**src/rtl/fact_pkg.sv**
```systemverilog
// fact_pkg: shared types and constants for the factorial sequencer
// Holds the FSM state enum, the default operand/result widths and the
// saturation value driven onto the accumulator once overflow is seen.
package fact_pkg;
   typedef enum logic [1:0] {IDLE, CHECK, MUL, DONE} fact_state_e;
   localparam int FACT_NW = 8;
   localparam int FACT_RW = 32;
   localparam logic [FACT_RW-1:0] FACT_SAT_VAL = '1;
endpackage

```
**src/rtl/fact_shift_mul.sv**
```systemverilog
// fact_shift_mul: sequential shift-add multiplier, RW x NW into RW+NW bits
// Ports:
//   clk, reset : clock, asynchronous active-high reset
//   load       : capture a/b and start a new product
//   a, b       : multiplicand (RW bits), multiplier (NW bits)
//   busy       : product in progress, one multiplier bit per cycle, LSB first
//   last       : current cycle consumes the final multiplier bit
//   p          : running product including the current bit; final when busy&last
module fact_shift_mul import fact_pkg::*; #(
   parameter int NW = FACT_NW,
   parameter int RW = FACT_RW
) (
   input  logic             clk,
   input  logic             reset,
   input  logic             load,
   input  logic [RW-1:0]    a,
   input  logic [NW-1:0]    b,
   output logic             busy,
   output logic             last,
   output logic [RW+NW-1:0] p
);
   localparam int CW = $clog2(NW + 1);
   logic [RW+NW-1:0] a_q, p_q;
   logic [NW-1:0]    b_q;
   logic [CW-1:0]    bit_q;
   logic             busy_q;
   // Exposing the sum combinationally lets the caller take the product on the last busy edge.
   assign p    = p_q + (b_q[0] ? a_q : '0);
   assign last = bit_q == CW'(NW - 1);
   assign busy = busy_q;
   always_ff @(posedge clk or posedge reset) begin
      if (reset) begin
         a_q    <= '0;
         b_q    <= '0;
         p_q    <= '0;
         bit_q  <= '0;
         busy_q <= 1'b0;
      end else if (load) begin
         a_q    <= {{NW{1'b0}}, a};
         b_q    <= b;
         p_q    <= '0;
         bit_q  <= '0;
         busy_q <= 1'b1;
      end else if (busy_q) begin
         a_q    <= a_q << 1;
         b_q    <= b_q >> 1;
         p_q    <= p;
         bit_q  <= bit_q + CW'(1);
         busy_q <= !last;
      end
   end
endmodule

```
**src/rtl/fact_sequencer.sv**
```systemverilog
// fact_sequencer: multi-cycle factorial engine with start/ready/done handshake
// Ports:
//   clk, reset : clock, asynchronous active-high reset
//   start      : request, accepted only while ready=1
//   number     : operand, sampled on the accepting edge
//   ready      : high only in IDLE
//   done       : one-cycle pulse, coincides with the new result
//   result     : last factorial, held until the next done
//   overflow   : last result exceeded RW bits
// Build option: define FACT_SAT_EN to track overflow and saturate result to
// all-ones; otherwise overflow is tied 0 and result wraps modulo 2^RW.
module fact_sequencer import fact_pkg::*; #(
   parameter int NW = FACT_NW,
   parameter int RW = FACT_RW
) (
   input  logic          clk,
   input  logic          reset,
   input  logic          start,
   input  logic [NW-1:0] number,
   output logic          ready,
   output logic          done,
   output logic [RW-1:0] result,
   output logic          overflow
);
   fact_state_e      state_q;
   logic [NW-1:0]    cnt_q;
   logic [RW-1:0]    acc_q, result_q;
   logic             ready_q, done_q;
   logic             mul_load, mul_busy, mul_last;
   logic [RW+NW-1:0] mul_p;
   assign mul_load = state_q == CHECK && cnt_q > NW'(1);
   fact_shift_mul #(.NW(NW), .RW(RW)) u_mul (
      .clk   (clk),
      .reset (reset),
      .load  (mul_load),
      .a     (acc_q),
      .b     (cnt_q),
      .busy  (mul_busy),
      .last  (mul_last),
      .p     (mul_p)
   );
`ifdef FACT_SAT_EN
   logic          ovf_q, ovf_d, overflow_q;
   logic [RW-1:0] acc_d;
   assign ovf_d    = ovf_q | (|mul_p[RW+NW-1:RW]);
   assign acc_d    = ovf_d ? RW'(FACT_SAT_VAL) : mul_p[RW-1:0];
   assign overflow = overflow_q;
`else
   logic [RW-1:0] acc_d;
   logic          mul_hi_unused;
   assign acc_d         = mul_p[RW-1:0];
   assign mul_hi_unused = |mul_p[RW+NW-1:RW];
   assign overflow      = 1'b0;
`endif
   assign ready  = ready_q;
   assign done   = done_q;
   assign result = result_q;
   always_ff @(posedge clk or posedge reset) begin
      if (reset) begin
         state_q    <= IDLE;
         cnt_q      <= '0;
         acc_q      <= RW'(1);
         ready_q    <= 1'b1;
         done_q     <= 1'b0;
         result_q   <= '0;
`ifdef FACT_SAT_EN
         ovf_q      <= 1'b0;
         overflow_q <= 1'b0;
`endif
      end else begin
         done_q <= 1'b0;
         case (state_q)
            IDLE: if (start) begin
               cnt_q   <= number;
               acc_q   <= RW'(1);
               ready_q <= 1'b0;
               state_q <= CHECK;
`ifdef FACT_SAT_EN
               ovf_q   <= 1'b0;
`endif
            end
            // Outputs are registered on entry to DONE so done and result appear together.
            CHECK: if (cnt_q <= NW'(1)) begin
               state_q    <= DONE;
               done_q     <= 1'b1;
               result_q   <= acc_q;
`ifdef FACT_SAT_EN
               overflow_q <= ovf_q;
`endif
            end else begin
               state_q <= MUL;
            end
            MUL: if (mul_busy && mul_last) begin
               acc_q   <= acc_d;
               cnt_q   <= cnt_q - NW'(1);
               state_q <= CHECK;
`ifdef FACT_SAT_EN
               ovf_q   <= ovf_d;
`endif
            end
            DONE: begin
               ready_q <= 1'b1;
               state_q <= IDLE;
            end
            default: state_q <= IDLE;
         endcase
      end
   end
endmodule

```
**config.mk**
```make
export PLATFORM = sky130hd
export DESIGN_NAME = fact_sequencer
export DESIGN_NICKNAME = d
export VERILOG_FILES = /design/src/rtl/fact_pkg.sv /design/src/rtl/fact_shift_mul.sv /design/src/rtl/fact_sequencer.sv
export SDC_FILE = /design/constraint.sdc
export NUM_CORES = 1
export LEC_CHECK = 0
export BUFFER_PORTS_ARGS = -buffer_cell sky130_fd_sc_hd__buf_4
export CAP_MARGIN = 40
export CORE_UTILIZATION = 37
export CTS_BUF_LIST = sky130_fd_sc_hd__clkbuf_4 sky130_fd_sc_hd__clkbuf_8 sky130_fd_sc_hd__clkbuf_16
export DETAILED_ROUTE_END_ITERATION = 10
export GPL_TIMING_DRIVEN = 0
export HOLD_SLACK_MARGIN = 0.12
export PLACE_DENSITY = 0.5
export SLEW_MARGIN = 30
export SYNTH_ARGS = -nofsm -noshare
export SYNTH_HDL_FRONTEND = slang
export SYNTH_SLANG_ARGS = --single-unit
export TNS_END_PERCENT = 100
```
**constraint.sdc**
```tcl
create_clock -name clk -period 5.5 [get_ports clk]
set_input_delay 0.275 -clock clk [delete_from_list [all_inputs] [get_ports clk]]
set_output_delay 0.275 -clock clk [all_outputs]
set_load 0.005 [all_outputs]
```
; ---- Yosys cells after proc, flatten, opt, wreduce, memory -nomap -nowiden
; Index checks and enable logic that the tools add are counted.
[op_classes]
order_cmp = 2
muxes = 25
addsub = 3
eq_ne = 6
reduce_logical = 11
[ops]
columns = cell, count
row1 = $mux 40, 5
row2 = $mux 32, 2
row3 = $pmux 32 s2, 1
row4 = $add 40x40->40, 1
row5 = $mux 8, 4
row6 = $pmux 8 s2, 1
row7 = $gt 8x1->1 const B, 1
row8 = $le 8x1->1 const B, 1
row9 = $mux 4, 2
row10 = $pmux 2 s4, 1
row11 = $sub 8x1->8 const B, 1
row12 = $mux 1, 6
row13 = $reduce_and 2->1, 3
row14 = $reduce_bool 2->1, 3
row15 = $add 4x1->4 const B, 1
row16 = $eq 2x2->1 const B, 2
row17 = $eq 4x3->1 const B, 1
row18 = $mux 2, 2
row19 = $ne 2x2->1 const B, 2
row20 = $reduce_and 3->1, 1
row21 = $eq 2x1->1 const B, 1
row22 = $logic_and 1x1->1, 2
row23 = $logic_not 2->1, 1
row24 = $pmux 1 s2, 1
row25 = $logic_not 1->1, 1
[totals]
ff_bits = 169
wordCells = 58
output_inout_bits = 35
in_bits = 11

; ---- Longest topological paths before layout
[logic_depth]
depth_word = 4
mapped_depth = 12
ltp_nobuf = 11

; ---- Modules after synthesis
; A second synthesis with hierarchy kept.
[hier_totals]
hier_cells = 964
hier_area_um2 = 9691.8
[modules_own_cells]
columns = module, cells_each, instances, seq_area_each_um2, area_each_um2
row1 = fact_shift_mul, 738, 1, 2327.2, 6550.0
row2 = fact_sequencer, 226, 1, 1904.3, 3141.8

; ---- Least setup slack after synthesis
; No wires, ideal clock.
[synth_timing]
path_type = reg2reg
startpoint = register u_mul.b_q[0]
endpoint = register u_mul.p_q[30]
arrival_time_ns = 2.936
stages_incl_launch_ff = 13
t_required_ns = 5.373
period_less_slack_ns = 3.063
slack_ns = 2.437
n_path_buf = 1
setup_time_ns = 0.127
path_cell_list = dfrtp_1 -> clkbuf_1 -> and2_1 -> ha_1 -> fa_1 -> a21o_1 -> a311oi_2 -> nor3b_1 -> o2111a_1 -> or3_4 -> a31oi_4 -> o21ai_0 -> nor3b_2
[synth_via]
elab_chain_len = 4
[synth_rtl]
columns = element, line
row1 = start: declaration, fact_shift_mul.sv:24  ; logic [NW-1:0] b_q;
row2 = start signal: assignment, fact_shift_mul.sv:46  ; b_q <= b_q >> 1;
row3 = $mux 40, fact_shift_mul.sv:28  ; assign p = p_q + (b_q[0] ? a_q : '0);
row4 = $add 40x40->40, fact_shift_mul.sv:28
row5 = $mux 40, fact_shift_mul.sv:44  ; end else if (busy_q) begin
row6 = $mux 40, fact_shift_mul.sv:38  ; end else if (load) begin
row7 = end signal: assignment, fact_shift_mul.sv:47  ; p_q <= p;
row8 = end: declaration, fact_shift_mul.sv:23  ; logic [RW+NW-1:0] a_q, p_q;
; Every way passes these cells. The select of a mux whose other input is x is not followed.
; A chain may end at the register's enable or synchronous reset.

; ---- Worst setup path in the final report
[layout_timing]
startpoint = register u_mul.b_q[0]
endpoint = register acc_q[28]
[layout_via]
elab_chain_len = 4
[layout_rtl]
columns = element, line
row1 = $mux 40, fact_shift_mul.sv:28
row2 = $add 40x40->40, fact_shift_mul.sv:28
row3 = $mux 32, fact_sequencer.sv:93  ; MUL: if (mul_busy && mul_last) begin
row4 = $pmux 32 s2, fact_sequencer.sv:72  ; case (state_q)
row5 = end signal: assignment, fact_sequencer.sv:62  ; acc_q <= RW'(1);
row6 = end signal: assignment, fact_sequencer.sv:75  ; acc_q <= RW'(1);
row7 = end signal: assignment, fact_sequencer.sv:94  ; acc_q <= acc_d;
row8 = end: declaration, fact_sequencer.sv:27  ; logic [RW-1:0] acc_q, result_q;
; Every way passes these cells. The select of a mux whose other input is x is not followed.

==> summary.md <==
| Metric | Value |
|---|---|
| Status | finished with violations |
| Violated checks | design-rule violations |
| Synthesized instance count | between 900 and 1000 |
| Antenna-violating nets left | 0 |
| Core utilization of the finished layout | 44.3% |
| YS warnings | 0 |
| Final critical path time including I/O delays and setup | between 3000 and 4000 ps |
| Hold bufs inserted after CTS | 2 |
| Horizontal extent of the die | ~150 um |
| Worst Slack Setup Final | 1670 ps |
| Setup repair after global routing missed its margin | false |
| Grt ovf | 0 |
| Cell row count | 54 |
| Synthesized net count | 972 |
| HPWL reported at the end of detailed placement | roughly 16000 um |
| Crit path launch type | flip-flop |
| Number of diodes added for antenna fixing | 0 |
| Count of final max-slew check failures | 0 |
| Number of resized instances in the post-cts repair step | 0 |
| Top FF cell, synth | dfrtp_1 |
| Final hold violation count | 0 |
| Setup WS pre-CTS | between 1500 and 2000 ps |
| Power density normalized to cell area | 462 mW/mm2 |
| Flop and latch count out of synthesis | between 150 and 200 |
| Core footprint | 0.0220 mm2 |
| R2R Path Start | u_mul.b_q[0] |
| Kind of critical path | flip-flop to flip-flop |
| Number of cells in the design after placement | 1253 |
| Fillers | 2249 |
| Number of vias per cell after detailed routing | roughly 5.2 |
| Highest-count cells in the layout ignoring fill and taps | 195 x nand2_1, 151 x dfrtp_1, 89 x o21ai_0, 63 x nor2_1, 56 x mux2i_1 |
| Initial cell density of the core | about 38% |
| Leakage | around 4.9 nW |
| CTS clk-pin slew, worst paths | ~70 ps |
| Highest clock frequency the design can meet | around 260 MHz |
| Number of enable-type register cells in the synthesized netlist | 0 |
| Number of antenna violations at the first check in global routing | 0 |
| Max-Slew Margin vs Limit | between 40% and 50% |
| Share of flip-flops with an asynchronous set or reset | 100% |
| Worst-Margin Slew | 826 ps |
| Area Growth Syn to Fin | 16.6% |
| Beginning of the worst hold path | number[2] |
| Worst voltage drop across the vdd grid | roughly 0.21 mV |
| Vertical die dimension | 152 um |
| Pwr Total | 4.51 mW |
| Distinct cell type count after synthesis | 61 |
| First-pass GRT wire length | 37300 um |
| Post-Route Setup TNS | 0 ps |
| Avg WL per Cell | 17.4 um |
| Worst Hold Class | input port to flip-flop |
| Netlist area before placement | approximately 0.0084 mm2 |
| Number of max-cap violations | 0 |
| Post-layout instance count excluding filler cells | about 1300 |
| Data required time of the critical path | roughly 5800 ps |
| Vias | roughly 6700 |
| Nature of the critical path endpoint | flip-flop |
| Share of the clock period used by the worst path after layout | 69.7% |
| Proportion of layout cells with a drive suffix above 1 | roughly a tenth |
| Number of search-and-repair iterations in the first detailed-routing pass | 8 |
| Residual DRC count | 3 |
| Launching instance or port of the critical path | u_mul.b_q[0] |
| Number of top-level pins | 46 |
| Gpl congestion | slightly above 0.8 |
| TritonCTS Sinks | between 150 and 200 |
| TritonCTS Buffers | 17 |
| Clock tree root buffer cell | clkbuf_16 |
| Total Die Area | about 0.023 mm2 |
| Global Route Usage Sum | roughly 20% |
| Peak fanout along the critical path | 10 |
| Worst EP arrival | around 4100 ps |
| Maximum level of the CTS H-tree | 4 |
| Setup-failing EPs final | 0 |
| Syn_area_per_cell | 9.04 um2 |
| Iteration-0 DRC count of the detailed router | around 340 |
| CTS tree | yes |
| Worst-Skew Late Latency | about 440 ps |
| Port bufs | 44 |
| Final #Nets | 1042 |
| Maximum number of pins on one net before global-route repair | 69 |
| Final WL | 22400 um |
| Clock Skews | approximately 16 ps |
| CTS max path bufs | 2 |
| Vias in the first global route | about 7000 |
| Register area share after synthesis | around 46% |
| Most common cell after layout, fill and taps aside | nand2_1 |
| Post-CTS repair timing setup buffer count | 0 |
power breakdown:
group          switching (mW)  total, mW  internal [mW]
clock network           0.510       1.21          0.703
logic                    1.02       1.63          0.606
registers               0.229       1.67           1.44
logic make-up (layout without fill, tap and decap cells):
logic type / count (synthesis) / in the layout / share of synthesized area, %
AO/OA/AOI/OAI: 216 / 216 / 16.2
buffers and inverters: 71 / 154 / 3.32
multiplexers: 56 / 56 / 6.70
adder cells (fa/ha/maj): 35 / 35 / 5.32
other: 1 / 1 / 0.0448
XOR/XNOR: 30 / 30 / 3.14
flip-flops: 153 / 153 / 45.8
AND/OR/NAND/NOR: 364 / 364 / 19.5
registers in the layout, indices dropped and copies added (netlist names):
| register | flops |
|---|---|
| acc_q | 32 |
| cnt_q | 8 |
| done | 1 |
| ready | 1 |
| result | 32 |
| state_q | 2 |
| u_mul.a_q | 32 |
| u_mul.b_q | 8 |
| u_mul.bit_q | 4 |
| u_mul.busy | 1 |
| u_mul.p_q | 32 |
worst paths after layout:
| check | to | slack [ps] | cells past startpoint |
|---|---|---|---|
| max | acc_q[28] | 1670 | 12 |
| min | cnt_q[2] | 130 | 3 |
| max reg2reg | acc_q[28] | 1670 | 12 |
| min reg2reg | result[29] | 470 | 2 |
| max in group asynchronous | ready | 4530 | 4 |
| min in group asynchronous | cnt_q[4] | 340 | 3 |
through the flow:
| stage | cell area (um2) | hold slack (ps) |
|---|---|---|
| 2_1_floorplan | 8370 | 411 |
| 3_5_place_dp | 9120 | 249 |
| 5_1_grt | 9760 | 161 |
| 3_3_place_gp | 9050 | 460 |
| 4_1_cts | 9740 | 127 |
| 6_report | 9760 | 134 |
cell type report:
type	count	area, um2	share of cell area [%]
well taps	280	350	3.59
repair buffers	51	435	4.46
flip-flops and latches	153	3830	39.3
clock buffers	20	460	4.72
plain buffers	59	233	2.38
clock inverters	12	138	1.41
multi-input cells	702	4260	43.6
inverters	12	52.6	0.538
critical path: stages (launching register included):
cell,delay (ps)
dfrtp_1,480
clkbuf_1,280
and2_1,210
ha_1,210
fa_1,420
a21o_1,210
a311oi_2,370
nor3b_1,150
o31a_1,330
o31ai_1,500
o21ai_0,230
xnor2_1,190
o21ai_0,90
cells in the mapped netlist, types with 3 or more instances:
cell	instances	area [um2]
nand4_1	7	43.8
nand2b_1	4	25.0
a31o_2	3	26.3
or3_1	4	25.0
xnor2_1	20	175
a31oi_1	4	25.0
mux2i_1	56	561
nand3_1	12	60.1
o211ai_1	3	22.5
buf_1	4	15.0
nor3b_1	5	37.5
o22ai_1	4	25.0
nand2_1	195	732
nor3_1	16	80.1
o21bai_1	4	30.0
or4_1	3	22.5
clkbuf_1	48	180
a21oi_1	42	210
o21ai_0	89	445
xor2_1	10	87.6
a21o_1	19	143
dfrtp_1	151	3780
nor2_1	63	236
o21ai_1	4	20.0
and3_1	8	50.1
a211oi_1	5	37.5
ha_1	34	425
inv_1	12	45.0
buf_2	6	30.0
nor2b_1	4	25.0
and2_1	33	206
a22o_1	15	131
routing by layer:
metal	track usage, %	share of wire [%]
met2	32.9	46
met4	5.88	1.1
met3	3.30	1.8
met5	0	0
met1	28.5	51
Note: power is estimated with default switching activity, not from simulation.
